[src/rtl/fu_output_queue.sv]
// FU output stage with per-destination FIFOs for the CDB and ROB priority chains.
// Optional stall counters are enabled by defining FU_OUT_STATS_EN.

module fu_oq_lane #(
  parameter int W     = 8,
  parameter int DEPTH = 4
) (
  input  logic                       clk,
  input  logic                       rst,
  input  logic                       valid,
  input  logic [W-1:0]               data,
  input  logic                       transmit,
  output logic                       transmit_out,
  output logic [W-1:0]               grant_data,
  output logic [$clog2(DEPTH+1)-1:0] count,
  output logic                       drop
);
  localparam int CW = $clog2(DEPTH+1);
  localparam int PW = $clog2(DEPTH);

  logic [W-1:0]  mem [DEPTH];
  logic [PW-1:0] wr_ptr, rd_ptr;
  logic [CW-1:0] count_q;
  logic          empty, full, req, grant, pop, push_req, push;

  assign empty    = (count_q == '0);
  assign full     = (count_q == CW'(DEPTH));
  assign req      = valid | ~empty;
  assign grant    = req & ~transmit;
  assign pop      = grant & ~empty;
  // Live input skips the FIFO only when nothing older is queued and the bus is free.
  assign push_req = valid & ~(empty & grant);
  assign push     = push_req & (~full | pop);
  assign drop     = push_req & full & ~pop;

  assign transmit_out = transmit | req;
  assign grant_data   = grant ? (empty ? data : mem[rd_ptr]) : '0;
  assign count        = count_q;

  always_ff @(posedge clk or negedge rst) begin
    if (!rst) begin
      wr_ptr  <= '0;
      rd_ptr  <= '0;
      count_q <= '0;
    end else begin
      if (push) wr_ptr <= wr_ptr + PW'(1);
      if (pop)  rd_ptr <= rd_ptr + PW'(1);
      unique case ({push, pop})
        2'b10:   count_q <= count_q + CW'(1);
        2'b01:   count_q <= count_q - CW'(1);
        default: count_q <= count_q;
      endcase
    end
  end

  always_ff @(posedge clk) begin
    if (push) mem[wr_ptr] <= data;
  end
endmodule

module fu_output_queue #(
  parameter int DATA_W  = 8,
  parameter int TAG_W   = 4,
  parameter int ROBID_W = 4,
  parameter int FLAGS_W = 8,
  parameter int WBS_W   = 8,
  parameter int DEPTH   = 4
) (
  input  logic                       clk,
  input  logic                       rst,
  input  logic                       input_transmit,
  input  logic                       cdb_write_en,
  input  logic [WBS_W-1:0]           wbs,
  input  logic [FLAGS_W-1:0]         flags,
  input  logic [ROBID_W-1:0]         robid,
  input  logic [DATA_W-1:0]          result,
  input  logic                       cdb_transmit,
  output logic                       cdb_transmit_out,
  output logic [TAG_W-1:0]           cdb_id,
  output logic [DATA_W-1:0]          cdb_val,
  input  logic                       rob_transmit,
  output logic                       rob_transmit_out,
  output logic [ROBID_W-1:0]         robid_out,
  output logic [FLAGS_W-1:0]         flags_out,
  output logic [WBS_W-1:0]           wbs_out,
  output logic [DATA_W-1:0]          value_out,
  output logic [$clog2(DEPTH+1)-1:0] cdb_count,
  output logic [$clog2(DEPTH+1)-1:0] rob_count,
  output logic                       busy,
  output logic                       overflow
`ifdef FU_OUT_STATS_EN
  ,
  output logic [15:0]                cdb_stall_cnt,
  output logic [15:0]                rob_stall_cnt
`endif
);
  localparam int CW    = $clog2(DEPTH+1);
  localparam int CDB_W = TAG_W + DATA_W;
  localparam int ROB_W = ROBID_W + FLAGS_W + WBS_W + DATA_W;

  logic             live, cdb_in, cdb_drop, rob_drop;
  logic [CDB_W-1:0] cdb_data;
  logic [ROB_W-1:0] rob_data;

  // Gating with reset keeps bypass outputs at zero while reset is held.
  assign live   = input_transmit & rst;
  assign cdb_in = live & cdb_write_en;

  fu_oq_lane #(.W(CDB_W), .DEPTH(DEPTH)) u_cdb (
    .clk          (clk),
    .rst          (rst),
    .valid        (cdb_in),
    .data         ({wbs[TAG_W-1:0], result}),
    .transmit     (cdb_transmit),
    .transmit_out (cdb_transmit_out),
    .grant_data   (cdb_data),
    .count        (cdb_count),
    .drop         (cdb_drop)
  );

  fu_oq_lane #(.W(ROB_W), .DEPTH(DEPTH)) u_rob (
    .clk          (clk),
    .rst          (rst),
    .valid        (live),
    .data         ({robid, flags, wbs, result}),
    .transmit     (rob_transmit),
    .transmit_out (rob_transmit_out),
    .grant_data   (rob_data),
    .count        (rob_count),
    .drop         (rob_drop)
  );

  assign {cdb_id, cdb_val}                         = cdb_data;
  assign {robid_out, flags_out, wbs_out, value_out} = rob_data;

  assign busy = (cdb_count >= CW'(DEPTH-1)) | (rob_count >= CW'(DEPTH-1));

  always_ff @(posedge clk or negedge rst) begin
    if (!rst)                      overflow <= 1'b0;
    else if (cdb_drop | rob_drop)  overflow <= 1'b1;
  end

`ifdef FU_OUT_STATS_EN
  logic cdb_stall, rob_stall;
  assign cdb_stall = cdb_transmit & (cdb_in | (cdb_count != '0));
  assign rob_stall = rob_transmit & (live | (rob_count != '0));

  always_ff @(posedge clk or negedge rst) begin
    if (!rst) begin
      cdb_stall_cnt <= '0;
      rob_stall_cnt <= '0;
    end else begin
      if (cdb_stall && cdb_stall_cnt != '1) cdb_stall_cnt <= cdb_stall_cnt + 16'd1;
      if (rob_stall && rob_stall_cnt != '1) rob_stall_cnt <= rob_stall_cnt + 16'd1;
    end
  end
`endif
endmodule

[config.mk]
export PLATFORM = sky130hd
export DESIGN_NAME = fu_output_queue
export DESIGN_NICKNAME = d
export VERILOG_FILES = /design/src/rtl/fu_output_queue.sv
export SDC_FILE = /design/constraint.sdc
export NUM_CORES = 1
export LEC_CHECK = 0
export CAP_MARGIN = 20
export CORE_ASPECT_RATIO = 0.7
export CORE_MARGIN = 3
export CORE_UTILIZATION = 30
export CTS_BUF_LIST = sky130_fd_sc_hd__clkbuf_2
export DETAILED_ROUTE_END_ITERATION = 10
export GPL_TIMING_DRIVEN = 1
export PLACE_DENSITY = 0.53
export SLEW_MARGIN = 20
export SYNTH_ARGS = -nofsm -noshare
export SYNTH_HDL_FRONTEND = slang
export SYNTH_HIERARCHICAL = 1
export SYNTH_SLANG_ARGS = --single-unit
[constraint.sdc]
create_clock -name clk -period 2.4 [get_ports clk]
set_input_delay 0.48 -clock clk [delete_from_list [all_inputs] [get_ports clk]]
set_output_delay 0.48 -clock clk [all_outputs]
set_load 0.02 [all_outputs]
Word-level counts from Yosys, hierarchy flattened
Memory sizes are Yosys's and may differ from the RTL's.
Cells that the tools add are included.
W data, S select, Z words.
- input port bits: 34
- bits in registers: 15
- memories kept: 2
- RAM bits: 160
- logic and storage cells: 73
- memory list (memory ; depth ; width ; rd ports ; clocked after memory_dff ; write ports ; line ; text):
    u_rob.mem ; 4 ; 28 ; 1 ; 0 ; 1 ; 21 ; logic [W-1:0] mem [DEPTH];
    u_cdb.mem ; 4 ; 12 ; 1 ; 0 ; 1 ; 21 ;
- reductions and logical operators: 4
- bitwise logic cells: 34
- $add $sub $neg: 8
- $lt $le $gt $ge: 2
- multiplexer cells: 10
- eq/ne operators: 6
- operator list (operator ; count):
    $mux W28 ; 2
    $mux W12 ; 2
    $and A1 B1 Y1 ; 16
    $pmux W3 S2 ; 2
    $not A1 Y1 ; 10
    $add A2 B1 Y2 const B ; 4
    $or A1 B1 Y1 ; 8
    $add A3 B1 Y3 const B ; 2
    $eq A3 B3 Y1 const B ; 2
    $ge A3 B2 Y1 const B ; 2
    $logic_not A3 Y1 ; 2
    $sub A3 B1 Y3 const B ; 2
    $eq A2 B1 Y1 const B ; 2
    $eq A2 B2 Y1 const B ; 2
    $mux W1 ; 4
    $reduce_bool A2 Y1 ; 2

Longest topological paths before layout
Gate-level depths: netlist (run 1).
- word-level depth: 10
- mapped depth: 7

Modules after synthesis
The synthesis (run 1) kept the hierarchy.
- modules (own cells, without submodules) (module ; cells an instance ; instances ; area each (um^2) ; sequential area each (um^2)):
    fu_oq_lane at u_rob ; 232 ; 1 ; 4843.4 ; 3538.4
    fu_oq_lane at u_cdb ; 130 ; 1 ; 2387.3 ; 1616.6
    fu_output_queue ; 7 ; 1 ; 58.8 ; 25.0

Worst setup path before layout (run 1)
Ideal clock, no wire load.
- path kind: register to register
- from: reg u_rob.count_q[2] (netlist: u_rob/count[2])
- to: mem u_rob/mem[0][0] (netlist name) (enable)
- library setup time: 0.387 ns
- arrival time: 1.798 ns
- stages on the path, launching flop included: 5
- path slack: 0.214 ns
- clock period less this slack: 2.186 ns
- cell sequence: dfrtp_1 -> buf_2 -> xor2_1 -> o31a_1 -> and2_1
- word-level cells in the longest chain between the ends: 10
- RTL lines (element ; line ; text):
    from (decl) ; 23 ; logic [CW-1:0] count_q;
    from (signal assigned) ; 49 ; 2'b10: count_q <= count_q + CW'(1);
    from (signal assigned) ; 50 ; 2'b01: count_q <= count_q - CW'(1);
    from (signal assigned) ; 51 ; default: count_q <= count_q;
    $logic_not A3 Y1 ; 26 ; assign empty = (count_q == '0);
    $not A1 Y1 ; 28, 30 ;
    $or A1 B1 Y1 ; 28 ; assign req = valid | ~empty;
    $and A1 B1 Y1 ; 29 ; assign grant = req & ~transmit;
    $and A1 B1 Y1 ; 32 ; assign push_req = valid & ~(empty & grant);
    $not A1 Y1 ; 32 ;
    $and A1 B1 Y1 ; 32 ;
    $and A1 B1 Y1 (*) ; 33 ; assign push = push_req & (~full | pop);
    $mux W1 (*) ; 57 ; if (push) mem[wr_ptr] <= data;
    $mux W1 (implied by the code) (*) ; 57 ;
    to (decl) ; 21 ;
Mark *: on every way between the ends. The rest lies on a longest branch, timed or not.

Worst setup path in the final report (run 1)
- from: reg u_rob.rd_ptr[0]
- to: out wbs_out[3]
- word-level cells in the longest chain between the ends: 3
- RTL lines (element ; line ; text):
    from (decl) ; 22 ; logic [PW-1:0] wr_ptr, rd_ptr;
    from (signal assigned) ; 47 ; if (pop) rd_ptr <= rd_ptr + PW'(1);
    $mem_v2 Z4 W28 ; - ;
    $mux W28 (2 in a row) ; 37 ; assign grant_data = grant ? (empty ? data : mem[rd_ptr]) : '0;
    to (decl) ; 85 ; output logic [WBS_W-1:0] wbs_out,
Every way passes these cells.

==> summary.md, run 1 <==
| Metric | Value |
|---|---|
| Area leader, netlist | `edfxtp_1` |
| Detail Placement HPWL | `11200 um` |
| Syn Inst Count | `369` |
| Syn_area_per_cell | `19.8 um2` |
| Worst Tran Pin Value | `0.434 ns` |
| Initial antenna violation count | `1` |
| Placer congestion estimate | `0.722` |
| Metal-1 WL | `7950 um` |
| Fmax achieved | `359 MHz` |
| TritonRoute pass-1 iters | `4` |
| Post-synth EDFFs | `160` |
| Detailed Route WL | `16900 um` |
| Routed length on met3 | `853 um` |
| Global-route wire length before repair | `26200 um` |
| Crit end category | `output pin` |
| Row count | `47` |
| Reg clk slew, reported paths | `0.25 ns` |
| CTS Buf Count | `17` |
| Largest net degree at the start of global routing | `19` |
| Metal2 WL | `8010 um` |
| Drt wl/cell | `19.6 um` |
| CTS tree | `done` |
| Reg power frac | `0.396` |
| Min Tclk post-route | `2.78 ns` |
| Peak supply drop | `0.457 mV` |
| Clock share of power | `0.154` |
| Die width | `192 um` |
| Die Span Y | `136 um` |
| Top cells by area, synth | `edfxtp_1 66%, mux4_2 11%, dfrtp_1 5.1%` |
| Commonest cells in the synthesized netlist | `160 x edfxtp_1, 39 x a22o_1, 36 x mux4_2` |
| Final WS setup | `-0.384 ns` |
| Count leader, synth | `edfxtp_1` |
| Share of cells above drive strength 1 | `0.395` |
| Clock Path Buffers | `2` |
| Top cell type's share of synthesized area | `0.659` |
| Net switching power | `0.00338 W` |
| PD cells | `1030 nW/um2` |
| Core Region | `23800 um2` |
| Post-DRT Antenna Nets | `0` |
| WS Path Type | `reg -> out` |
| Final setup vio count | `40` |
| Run status | `complete, but fails checks` |
| Hold slack | `0.220 ns` |
| Final Hold Viols | `0` |
| CTS Root Cell | `clkbuf_2` |
| Die area | `26200 um2` |
| TritonCTS Sinks | `175` |
| Slew margin rel. | `0.711` |
| Post-synthesis sequential area ratio | `0.711` |
| Via count | `4076` |
| Starting Density | `0.307` |
| Mapped Area | `7290 um2` |
| Worst clock skew | `0.0349 ns` |
| Total power | `0.00988 W` |
| Synth warn | `6` |
| Vias/cell | `4.72` |
| Flop and latch count out of synthesis | `175` |
| Worst EP required | `1.92 ns` |
| Fin crit share | `1.16` |
| H-tree Lvls | `4` |
| Combinational share of power | `0.450` |
| Internal power | `0.00650 W` |
| CP arrival | `2.30 ns` |
| Tot GR Track Use | `0.135` |
| Ys async rst share | `0.0857` |
| Fill cells | `2191` |
| Switching share of power | `0.342` |
| DR top layer | `met4` |
| Synthesized Nets | `413` |
| Dominant synthesized flop cell | `edfxtp_1` |
| Area delta synth->final | `31.0%` |
| Layout Nets | `575` |
| Pleak | `3.43 nW` |
| Crit Path Max Fanout | `6` |
| Cell variety after synth | `45` |
| Tightest Hold Check Type | `in -> async` |
| Clk_lat worst skew | `0.73 ns` |
| Post-layout util | `0.402` |
| I/O Buffers | `83` |
| Drt drc | `0` |
| Max Cap Viol | `0` |
| GRT Residual Overflow | `0` |
| Failing checks | `negative setup slack` |
| Slew Viols, Final | `0` |
| I/O pin cnt | `84` |
| RSZ-0062 raised after global routing | `yes` |
| Critical path startpoint category | `flop` |
| Number of global-route vias before repair | `4461` |
| R2R cell count | `6` |
| First DRT Iteration DRCs | `324` |
[state kept, by name, indices dropped and copies added (netlist names)]
| name | count |
|---|---|
| u_rob/rd_ptr | 2 |
| u_rob/wr_ptr | 2 |
| u_rob/mem | 112 |
| u_cdb/wr_ptr | 2 |
| u_cdb/mem | 48 |
| overflow | 1 |
| u_cdb/rd_ptr | 2 |
| u_rob/count | 3 |
| u_cdb/count | 3 |
[power by group through the flow]
| stage | clock [W] | combinational (W) | sequential [W] |
|---|---|---|---|
| 6_report | 0.00153 | 0.00445 | 0.00391 |
| 5_1_grt | 0.00174 | 0.00481 | 0.00395 |
| 4_1_cts | 0.00160 | 0.00445 | 0.00391 |
| 3_5_place_dp | 0 | 0.00411 | 0.00398 |
| 3_3_place_gp | 0 | 0.00407 | 0.00395 |
| 2_1_floorplan | 0 | 0.00230 | 0.00402 |
[metrics by stage]
| stage | instance area [um2] | setup TNS [ns] | cells | setup slack [ns] |
|---|---|---|---|---|
| 2_1_floorplan | 7290 | 0 | 369 | 0.214 |
| 6_report | 9550 | -12.96 | 863 | -0.384 |
| 3_5_place_dp | 9120 | -40.14 | 813 | -0.753 |
| 4_1_cts | 9490 | -18.48 | 860 | -0.503 |
| 5_1_grt | 9550 | -19.93 | 863 | -0.563 |
| 3_3_place_gp | 9120 | -38.23 | 813 | -0.738 |
[cell families after synthesis]
| kind of cell | synth area share |
|---|---|
| flip-flops | 0.711 |
| AO/OA/AOI/OAI | 0.0683 |
| multiplexers | 0.129 |
| AND/OR/NAND/NOR | 0.0300 |
| buffers and inverters | 0.0269 |
| XOR/XNOR | 0.0156 |
| adder cells (fa/ha/maj) | 0.0192 |
[what timing repair did]
action                                  CTS  global route
endpoints found under the setup margin   49            43
cloned                                    3             0
hold buffers                              0             0
pin swaps                                 4             9
buffers inserted                         12             4
resized for setup                       234            25
[worst paths after layout]
path | to | start | slack [ns]
worst min register to register | overflow | overflow | 0.52
max in group asynchronous | u_rob/rd_ptr[0] | rst | 1.97
min in group clk | u_rob/mem[3][24] | robid[0] | 0.40
worst max register to register | u_rob/count[2] | u_rob/count[0] | 0.40
worst min-delay path | overflow | rst | 0.22
worst max-delay path | wbs_out[3] | u_rob/rd_ptr[0] | -0.38
[worst max-delay path, stage by stage (launching register included)]
cell,delay (ns)
dfrtp_2,0.45
buf_6,0.14
buf_12,0.13
mux4_2,0.54
a22o_1,0.20
buf_2,0.16
[cells in the final DEF (no fill, tap or decap), types with 13 or more instances in the layout]
cell             synthesis  routed
buf_4                    3      49
buf_2                   12      14
clkdlybuf4s50_1          0      34
buf_12                   1      23
dfrtp_1                 15      13
buf_6                    5      37
mux4_2                  36      40
clkbuf_2                 0      17
a22o_1                  39      39
edfxtp_1               160     160
[layer usage]
layer / global-route usage / vias up
li1: - / 1841
met1: 0.194 / 2138
met2: 0.209 / 93
met3: 0.0312 / 4
met4: 0.0368 / 0
met5: 0 / -
[cell type report]
| type | instances | area (um2) | area share |
|---|---|---|---|
| inverter | 8 | 30.0 | 0.00314 |
| clock inverter | 15 | 153 | 0.0160 |
| antenna | 1 | 2.50 | 0.000262 |
| timing repair buffer | 166 | 1780 | 0.186 |
| sequential | 175 | 5180 | 0.543 |
| multi-input combinational | 163 | 1920 | 0.201 |
| tap | 318 | 398 | 0.0417 |
| clock buffer | 17 | 85.1 | 0.00891 |
Power figures use the tool's default switching activity.
==> run 2, diff against run 1 <==
--- a/config.mk
+++ b/config.mk
@@ -13,6 +13,7 @@
 export DETAILED_ROUTE_END_ITERATION = 10
 export GPL_TIMING_DRIVEN = 1
 export PLACE_DENSITY = 0.53
+export SKIP_LAST_GASP = 1
 export SLEW_MARGIN = 20
 export SYNTH_ARGS = -nofsm -noshare
 export SYNTH_HDL_FRONTEND = slang
==> run 2 against run 1 <==
The flow still finishes with violations (negative setup slack). Sequential power about the same. Worst setup slack about the same. Core utilization unchanged. Critical path depth unchanged. Critical endpoint unchanged. Die area unchanged. Power about the same. Combinational power about the same.
==> summary.md, run 2 (same netlist as run 1, synthesis figures left out) <==
| Metric | Value |
|---|---|
| Via count | `4092` |
| Run status | `complete, but fails checks` |
| Share of cells above drive strength 1 | `0.395` |
| Critical path startpoint category | `flop` |
| CP arrival | `2.30 ns` |
| Die Span Y | `136 um` |
| Die width | `192 um` |
| Worst EP required | `1.92 ns` |
| Crit end category | `output pin` |
| Drt wl/cell | `19.6 um` |
| Place WS | `-0.753 ns` |
| I/O Buffers | `83` |
| CTS Buf Count | `17` |
| Fmax achieved | `359 MHz` |
| Largest registers | `u_rob/mem (112), u_cdb/mem (48)` |
| RSZ-0062 raised after global routing | `yes` |
| Hold slack | `0.222 ns` |
| Sum Neg Setup Slack | `-12.93 ns` |
| Final WS setup | `-0.383 ns` |
| Detail Placement HPWL | `11200 um` |
| Slew margin rel. | `0.711` |
| I/O pin cnt | `84` |
| H-tree Lvls | `4` |
| Max FFs per register | `112` |
| Final Hold Viols | `0` |
| Worst Tran Pin Value | `0.434 ns` |
| Clk_lat worst skew | `0.72 ns` |
| Drt drc | `0` |
| Fin crit share | `1.16` |
| PD cells | `1030 nW/um2` |
| Slew Viols, Final | `0` |
| Area delta synth->final | `31.0%` |
| Global-route wire length before repair | `26200 um` |
| Clock Path Buffers | `2` |
| GRT Residual Overflow | `0` |
| Layout Nets | `575` |
| Post-layout util | `0.402` |
| Tot GR Track Use | `0.135` |
| Final setup vio count | `40` |
| Max Cap Viol | `0` |
| First DRT Iteration DRCs | `305` |
| TritonRoute pass-1 iters | `4` |
| Largest net degree at the start of global routing | `19` |
| Crit Path Max Fanout | `6` |
| Tightest Hold Check Type | `in -> async` |
| WS Path Type | `reg -> out` |
| Peak supply drop | `0.458 mV` |
| Placer congestion estimate | `0.722` |
| Detailed Route WL | `16900 um` |
| Min Tclk post-route | `2.78 ns` |
| CTS tree | `done` |
| Initial antenna violation count | `1` |
| Post-DRT Antenna Nets | `0` |
| Core Region | `23800 um2` |
| Number of global-route vias before repair | `4461` |
| Pleak | `3.43 nW` |
| Most frequent cells in the layout | `160 x edfxtp_1, 49 x buf_4, 40 x mux4_2` |
| Worst clock skew | `0.0350 ns` |
| Failing checks | `negative setup slack` |
| Die area | `26200 um2` |
| TritonCTS Sinks | `175` |
| CTS Hold Bufs | `0` |
| Starting Density | `0.307` |
| CTS Root Cell | `clkbuf_2` |
| Row count | `47` |
| Most common cell after layout, fill and taps aside | `edfxtp_1` |
| Most flops, register | `u_rob/mem` |
| Reg clk slew, reported paths | `0.25 ns` |
| Vias/cell | `4.74` |
## run 2: cell counts in the layout (fill, tap and decap cells not counted)
Identical to the previous run, type by type.
## run 2: worst paths after layout
check	start	end	slack (ns)	cells past startpoint
min in group clk	robid[0]	u_rob/mem[3][24]	0.39	1
worst max-delay path	u_rob/rd_ptr[0]	wbs_out[3]	-0.38	5
worst max register to register	u_rob/count[0]	u_rob/count[2]	0.40	6
worst min-delay path	rst	overflow	0.22	3
worst min register to register	overflow	overflow	0.52	1
max in group asynchronous	rst	u_rob/rd_ptr[0]	1.96	3
## run 2: critical path, cell delays in order, from the launching register on
cell and delay (ns):
dfrtp_2 0.45, buf_6 0.14, buf_12 0.13, mux4_2 0.54
a22o_1 0.20, buf_2 0.16
## run 2: per-layer routing
metal | share of wire | vias up | track usage
met3 | 0.057 | 4 | 0.0312
met2 | 0.47 | 98 | 0.209
li1 | - | 1846 | -
met5 | 0 | - | 0
met1 | 0.47 | 2144 | 0.194
met4 | 0.0046 | 0 | 0.0368
## run 2: area by class of cell
| type | count | area [um2] |
|---|---|---|
| Multi-Input combinational cell | 163 | 1920 |
| Antenna cell | 1 | 2.50 |
| Clock buffer | 17 | 85.1 |
| Clock inverter | 15 | 153 |
| Tap cell | 318 | 398 |
| Inverter | 8 | 30.0 |
| Fill cell | 2189 | 14200 |
| Timing Repair Buffer | 166 | 1780 |
| Sequential cell | 175 | 5180 |
## run 2: repair_timing
action                                  CTS  global route
endpoints found under the setup margin   49            43
buffers inserted                         12             4
hold endpoints to repair                  0             0
resized for setup                       232            27
pin swaps                                 4            10
gates cloned                              3             0
## run 2: stage by stage
stage / area [um2] / std cells / power, W
3_3_place_gp: 9120 / 813 / 0.00802
4_1_cts: 9480 / 860 / 0.00995
3_5_place_dp: 9120 / 813 / 0.00809
2_1_floorplan: 7290 / 369 / 0.00633
6_report: 9550 / 863 / 0.00988
5_1_grt: 9550 / 863 / 0.0105
## run 2: report_power, final
group          internal, W  total (W)  switching, W
clock network     0.000417    0.00153       0.00111
registers          0.00372    0.00391      0.000189
logic              0.00236    0.00445       0.00208
total              0.00650    0.00988       0.00338
==> run 3, diff against run 2 <==
--- a/config.mk
+++ b/config.mk
@@ -5,6 +5,7 @@
 export SDC_FILE = /design/constraint.sdc
 export NUM_CORES = 1
 export LEC_CHECK = 0
+export ABC_AREA = 1
 export CAP_MARGIN = 20
 export CORE_ASPECT_RATIO = 0.7
 export CORE_MARGIN = 3
@@ -12,10 +13,11 @@
 export CTS_BUF_LIST = sky130_fd_sc_hd__clkbuf_2
 export DETAILED_ROUTE_END_ITERATION = 10
 export GPL_TIMING_DRIVEN = 1
-export PLACE_DENSITY = 0.53
+export PLACE_DENSITY_LB_ADDON = 0.05
 export SKIP_LAST_GASP = 1
 export SLEW_MARGIN = 20
 export SYNTH_ARGS = -nofsm -noshare
 export SYNTH_HDL_FRONTEND = slang
 export SYNTH_HIERARCHICAL = 1
 export SYNTH_SLANG_ARGS = --single-unit
+export TNS_END_PERCENT = 5
==> run 3 against run 2 <==
The run still ends with negative setup slack left. Non-clock buffer count up 21. First-iteration DRC count up 2.6%. Sequential power down 1%. Critical path depth up 3. Clock power up 7%. Final area up 6.4%. Worst setup slack better by 0.11 ns. Synthesized cell count up 87%. Core utilization up 0.079 points.
==> summary.md, run 3 <==
| Metric | Value |
|---|---|
| Run status | `complete, but fails checks` |
| Failing checks | `negative setup slack` |
| Top cells by area, synth | `edfxtp_1 61%, nand2_1 8.6%, nand3_1 7.2%` |
| Synthesized Nets | `735` |
| H-tree Lvls | `4` |
| Detail Placement HPWL | `13300 um` |
| Reg clk slew, reported paths | `0.26 ns` |
| Critical Path Sink | `wbs_out[3]` |
| Placed cell count | `1162` |
| Worst Tran Pin Value | `0.441 ns` |
| Die area | `28300 um2` |
| Number of global-route vias before repair | `5488` |
| Core Region | `25200 um2` |
| Sum Neg Setup Slack | `-9.07 ns` |
| Dominant synthesized flop cell | `edfxtp_1` |
| GRT Residual Overflow | `0` |
| FF-to-FF End | `u_rob/mem[3][22]` |
| Top cell type's share of synthesized area | `0.609` |
| Area leader, netlist | `edfxtp_1` |
| Most frequent cells in the layout | `180 x nand2_1, 160 x edfxtp_1, 112 x nand3_1` |
| RSZ-0062 raised after global routing | `yes` |
| Max Cap Viol | `0` |
| Reg2Reg Launch Point | `u_rob/count[0]` |
| Tightest Hold Check Type | `in -> async` |
| Via count | `5393` |
| CTS Buf Count | `17` |
| Ys async rst share | `0.0857` |
| Area delta synth->final | `28.8%` |
| Die Span Y | `142 um` |
| Non-Filler Instances | `1203` |
| Final WS setup | `-0.271 ns` |
| Mapped Area | `7890 um2` |
| Worst EP required | `1.92 ns` |
| Clock Path Buffers | `2` |
| Most flops, register | `u_rob/mem` |
| Placer congestion estimate | `0.695` |
| Cell variety after synth | `34` |
| Layout Nets | `908` |
| CP arrival | `2.19 ns` |
| Row count | `48` |
| Final Hold Viols | `0` |
| Syn_area_per_cell | `11.4 um2` |
| Initial antenna violation count | `1` |
| Count leader, synth | `nand2_1` |
| Detailed Route WL | `20000 um` |
| First DRT Iteration DRCs | `313` |
| Post-synth EDFFs | `160` |
| Drt drc | `0` |
| Final setup vio count | `45` |
| Pleak | `4.09 nW` |
| Critical Path Start | `u_rob/count[0]` |
| Crit Path Max Fanout | `19` |
| PD cells | `1050 nW/um2` |
| R2R cell count | `8` |
| Drt wl/cell | `16.6 um` |
| Largest registers | `u_rob/mem (112), u_cdb/mem (48)` |
| Vias/cell | `4.48` |
| Worst clock skew | `0.0366 ns` |
| Peak supply drop | `0.463 mV` |
| Flop and latch count out of synthesis | `175` |
| CTS Hold Bufs | `0` |
| Most common cell after layout, fill and taps aside | `nand2_1` |
| Syn Inst Count | `691` |
| Clk_lat worst skew | `0.74 ns` |
| Post-DRT Antenna Nets | `0` |
| Max FFs per register | `112` |
| Synth warn | `6` |
| Fin crit share | `1.11` |
| Commonest cells in the synthesized netlist | `180 x nand2_1, 160 x edfxtp_1, 113 x nand3_1` |
| Reg2Reg Setup Slack | `0.66 ns` |
| Slew margin rel. | `0.706` |
| Share of cells above drive strength 1 | `0.283` |
| Slew Viols, Final | `0` |
| WS Path Type | `reg -> out` |
| Fmax achieved | `374 MHz` |
| Global-route wire length before repair | `31100 um` |
| CTS tree | `done` |
| Largest net degree at the start of global routing | `38` |
| TritonCTS Sinks | `175` |
| Min Tclk post-route | `2.67 ns` |
| CTS Root Cell | `clkbuf_2` |
| I/O Buffers | `83` |
| I/O pin cnt | `84` |
| Die width | `200 um` |
| Tot GR Track Use | `0.145` |
| TritonRoute pass-1 iters | `6` |
| Starting Density | `0.313` |
| Fill cells | `2442` |
| Critical path startpoint category | `flop` |
| Crit end category | `output pin` |
| Post-synthesis sequential area ratio | `0.657` |
run 3: changes by cell type after synthesis, moves of 5 or more:
cell | before | now
mux4_2 | 36 | 0
nand3_2 | 0 | 12
o21ai_2 | 0 | 30
nand2_1 | 6 | 180
and2_1 | 11 | 0
o21ai_1 | 0 | 5
inv_2 | 0 | 8
nand3_1 | 1 | 113
inv_1 | 8 | 65
a22o_1 | 39 | 0
nor2_1 | 6 | 23
xnor2_1 | 5 | 0
run 3: what timing repair did:
item / CTS / global route
gates cloned: 1 / 0
pin swaps: 0 / 2
gates resized for setup: 157 / 11
setup buffers: 1 / 7
setup endpoints to repair: 49 / 49
run 3: stage by stage:
| stage | util | instance area [um2] | hold WS (ns) | power, W | worst slack (ns) |
|---|---|---|---|---|---|
| floorplan | - | 7890 | 0.184 | 0.00688 | -0.210 |
| global placement | 0.393 | 9900 | 0.458 | 0.00914 | -0.576 |
| detailed placement | 0.393 | 9900 | 0.462 | 0.00919 | -0.521 |
| CTS | 0.402 | 10100 | 0.0225 | 0.0108 | -0.368 |
| global route | 0.403 | 10200 | 0.00787 | 0.0114 | -0.464 |
| finish | 0.403 | 10200 | 0.0961 | 0.0106 | -0.271 |
run 3: worst min-delay path by stage:
stage             start        endpoint  slack (ns)
2_1_floorplan       rst        overflow        0.18
3_3_place_gp   overflow        overflow        0.46
3_5_place_dp   overflow        overflow        0.46
4_1_cts             rst  u_cdb/count[1]        0.02
5_1_grt             rst  u_cdb/count[1]       0.008
6_report            rst  u_cdb/count[1]         0.1
run 3: cells by family (layout without fill, tap and decap cells):
| logic type | count (synthesis) | after routing | share of synthesized area |
|---|---|---|---|
| flip-flops | 175 | 175 | 0.657 |
| other | 0 | 1 | 0 |
| XOR/XNOR | 6 | 6 | 0.00857 |
| adder cells (fa/ha/maj) | 10 | 10 | 0.0178 |
| AO/OA/AOI/OAI | 51 | 51 | 0.0487 |
| AND/OR/NAND/NOR | 342 | 342 | 0.205 |
| buffers and inverters | 107 | 293 | 0.0635 |
run 3: layout make-up:
cell class / instances / area, um2 / area share
sequential: 175 / 5180 / 0.510
tap: 325 / 407 / 0.0400
antenna: 1 / 2.50 / 0.000246
multi-input combinational: 409 / 2260 / 0.223
timing repair buffer: 187 / 1760 / 0.173
clock inverter: 15 / 181 / 0.0179
inverter: 74 / 285 / 0.0281
clock buffer: 17 / 85.1 / 0.00837
run 3: worst max-delay path, stage by stage, from the launching register on:
cell     delay, ns
dfrtp_1       0.47
nor2_4        0.15
nand2_4       0.08
inv_6         0.08
nand3_4       0.07
buf_12        0.17
buf_4         0.15
o21ai_4       0.16
buf_6         0.14
run 3: power breakdown:
group          leakage (nW)  switching, W  internal (W)
clock network         0.151       0.00112      0.000521
registers              1.62      0.000159       0.00370
logic                  2.32       0.00307       0.00206
run 3: layer usage:
metal	global-route usage	up-vias	part of all wire
met2	0.231	79	0.46
met3	0.0292	13	0.034
met4	0.0323	0	0.012
met5	0	-	0
li1	-	2690	-
met1	0.206	2611	0.50
==> variant: new RTL, flow settings as in run 3 <==
Change the parameter `WBS_W` from 8 to 10.
--- a/src/rtl/fu_output_queue.sv
+++ b/src/rtl/fu_output_queue.sv
@@ -64,5 +64,5 @@
   parameter int ROBID_W = 4,
   parameter int FLAGS_W = 8,
-  parameter int WBS_W   = 8,
+  parameter int WBS_W   = 10,
   parameter int DEPTH   = 4
 ) (
Ports: changed (resized wbs and wbs_out); port bits go from 84 to 88. The function was not compared with the original's and may differ.
==> variant against run 3 <==
The run still ends with negative setup slack left; clock power up 8%; power up 8.3%; first-iteration DRC count up 6.1%; sequential cell count up 8; die area up 2.8%; core utilization up 0.93 points; via count up 4.0%; setup slack better by 120 ps; synthesized cell count up 3.5%; cell area up 5.9%; global-route usage up 0.48 points; final cell count up 4.7%; synthesized area up 2.9%; wire length up 4.8%; largest cell class unchanged.
==> variant: results (changes against run 3) <==
INFO  outcome        violations=negative setup slack
INFO  global_routing first_global_vias=5790 [+5.5%]
INFO  timing         max_slew_margin=71.6% [+0.95 points]
INFO  setup_path     worst-endpoint-arrival=2070ps [-120 ps]
INFO  pwr            p_total=11.5mW [+8.3%]
INFO  outcome        status=finished, violations left
INFO  pwr            p_comb=5.71mW [+11%]
INFO  timing         worst_hold_slack=363ps [+267 ps]
INFO  cells_and_area finalNetCount=934 [+2.9%]
INFO  global_routing global_route_wire_length_before_repair=32800um [+5.3%]
INFO  cells_and_area final-instance-count-excl-fill=1260 [+4.7%]
INFO  placed_design  post-dp-hpwl=13900um [+3.9%]
INFO  setup_path     critical_path.reg2reg.endpoint=u_rob/mem[1][16]
INFO  cells_and_area largestRegisters=u_rob/mem x120, u_cdb/mem x48
INFO  cells_and_area nFillCells=2528 [+3.5%]
INFO  cts            path_clk_slew=290ps [+30 ps]
INFO  timing         post-route-worst-setup-slack=-149ps [+122 ps]
INFO  routing        drt_iter0_drc=332 [+6.1%]
INFO  logic_synthesis instance_count_of_the_mapped_netlist=715 [+3.5%]
INFO  logic_synthesis synth.distinct_cells=31 [-8.8%]
INFO  logic_synthesis net_count_synth=761 [+3.5%]
INFO  routing        drt_pre_antenna_iters=4 [-2]
INFO  logic_synthesis async_reset_ff_share=8.20% [-0.37 points]
INFO  pwr            power.clock.total=1.77mW [+8%]
INFO  routing        detail_route.vias_per_cell=4.45 [-0.74%]
INFO  logic_synthesis syn_area=8110um^2 [+2.9%]
INFO  pwr            power.share.switching=40.8% [-0.087 points]
INFO  hold_path      hold_path.class=primary input to flop
INFO  pwr            ir_worst_vdd=0.000494V [+6.6%]
INFO  timing         worst_clock_skew=28.3ps [-8.34 ps]
INFO  logic_synthesis synth-edff-count=168 [+5.0%]
INFO  timing         setup_violations=46 [+2.2%]
-- variant: changes by cell type after synthesis, moves of 4 or more --
| cell | before | now |
|---|---|---|
| sky130_fd_sc_hd__buf_2 | 13 | 17 |
| sky130_fd_sc_hd__edfxtp_1 | 160 | 168 |
| sky130_fd_sc_hd__inv_1 | 65 | 70 |
| sky130_fd_sc_hd__nand2_1 | 180 | 192 |
| sky130_fd_sc_hd__nand3_1 | 113 | 131 |
| sky130_fd_sc_hd__nand3_2 | 12 | 1 |
| sky130_fd_sc_hd__nor2_1 | 23 | 17 |
| sky130_fd_sc_hd__o21ai_0 | 10 | 2 |
| sky130_fd_sc_hd__o21ai_1 | 5 | 17 |
-- variant: per-stage QoR --
stage / setup TNS (ps) / worst slack [ps] / util, %
finish: -5170 / -149 / 41.2
detailed placement: -15740 / -447 / 38.9
global placement: -15010 / -453 / 38.9
global route: -16880 / -402 / 41.2
CTS: -10320 / -245 / 41.1
floorplan: -32480 / -271 / -
-- variant: final cells by class --
type,count,area [um^2],area share [%]
flip-flops and latches,183,5420,50.4
multi-input cells,421,2380,22.1
repair buffers,188,1910,17.7
well taps,357,447,4.15
inverters,77,297,2.76
clock inverters,15,216,2.01
clock buffers,17,85.1,0.791
diodes,2,5.00,0.0465
-- variant: worst max path at each step --
stage	start	end	depth (start not counted)
floorplan	u_rob/count[0]	u_rob/mem[0][0]	6
global placement	rst	value_out[7]	7
detailed placement	rst	value_out[7]	7
CTS	u_rob/count[0]	wbs_out[3]	7
global route	u_rob/rd_ptr[0]	value_out[0]	8
finish	u_rob/rd_ptr[0]	value_out[0]	8
-- variant: timing repair --
item / 4_1_cts / 5_1_grt
cloned: 4 / 0
pin swaps: 6 / 3
resized for setup: 250 / 7
endpoints found under the setup margin: 51 / 52
buffers inserted: 11 / 1
hold buffers: 0 / 1
endpoints found under the hold margin: 0 / 15
-- variant: cells by family after synthesis --
| kind of cell | count (synthesis) | share of synthesized area (%) |
|---|---|---|
| compound gates | 50 | 4.55 |
| buf+inv | 111 | 6.04 |
| flops | 183 | 66.8 |
| fa+ha+maj | 10 | 1.73 |
| xor+xnor | 5 | 0.632 |
| simple gates | 356 | 20.2 |
-- variant: worst max-delay path: stages, from the launching register on --
cell	delay [ps]
sky130_fd_sc_hd__dfrtp_2	470
sky130_fd_sc_hd__clkinv_4	100
sky130_fd_sc_hd__buf_4	150
sky130_fd_sc_hd__buf_12	130
sky130_fd_sc_hd__nand2_1	70
sky130_fd_sc_hd__nand3_1	90
sky130_fd_sc_hd__nand3_2	110
sky130_fd_sc_hd__o21ai_1	70
sky130_fd_sc_hd__buf_4	160
-- variant: metal layers --
metal	global-route usage [%]	vias up	wire (um)
met1	20.7	2712	10000
met5	0	-	0
li1	-	2779	-
met4	2.88	0	201
met2	24.4	102	9750
met3	3.74	14	1010
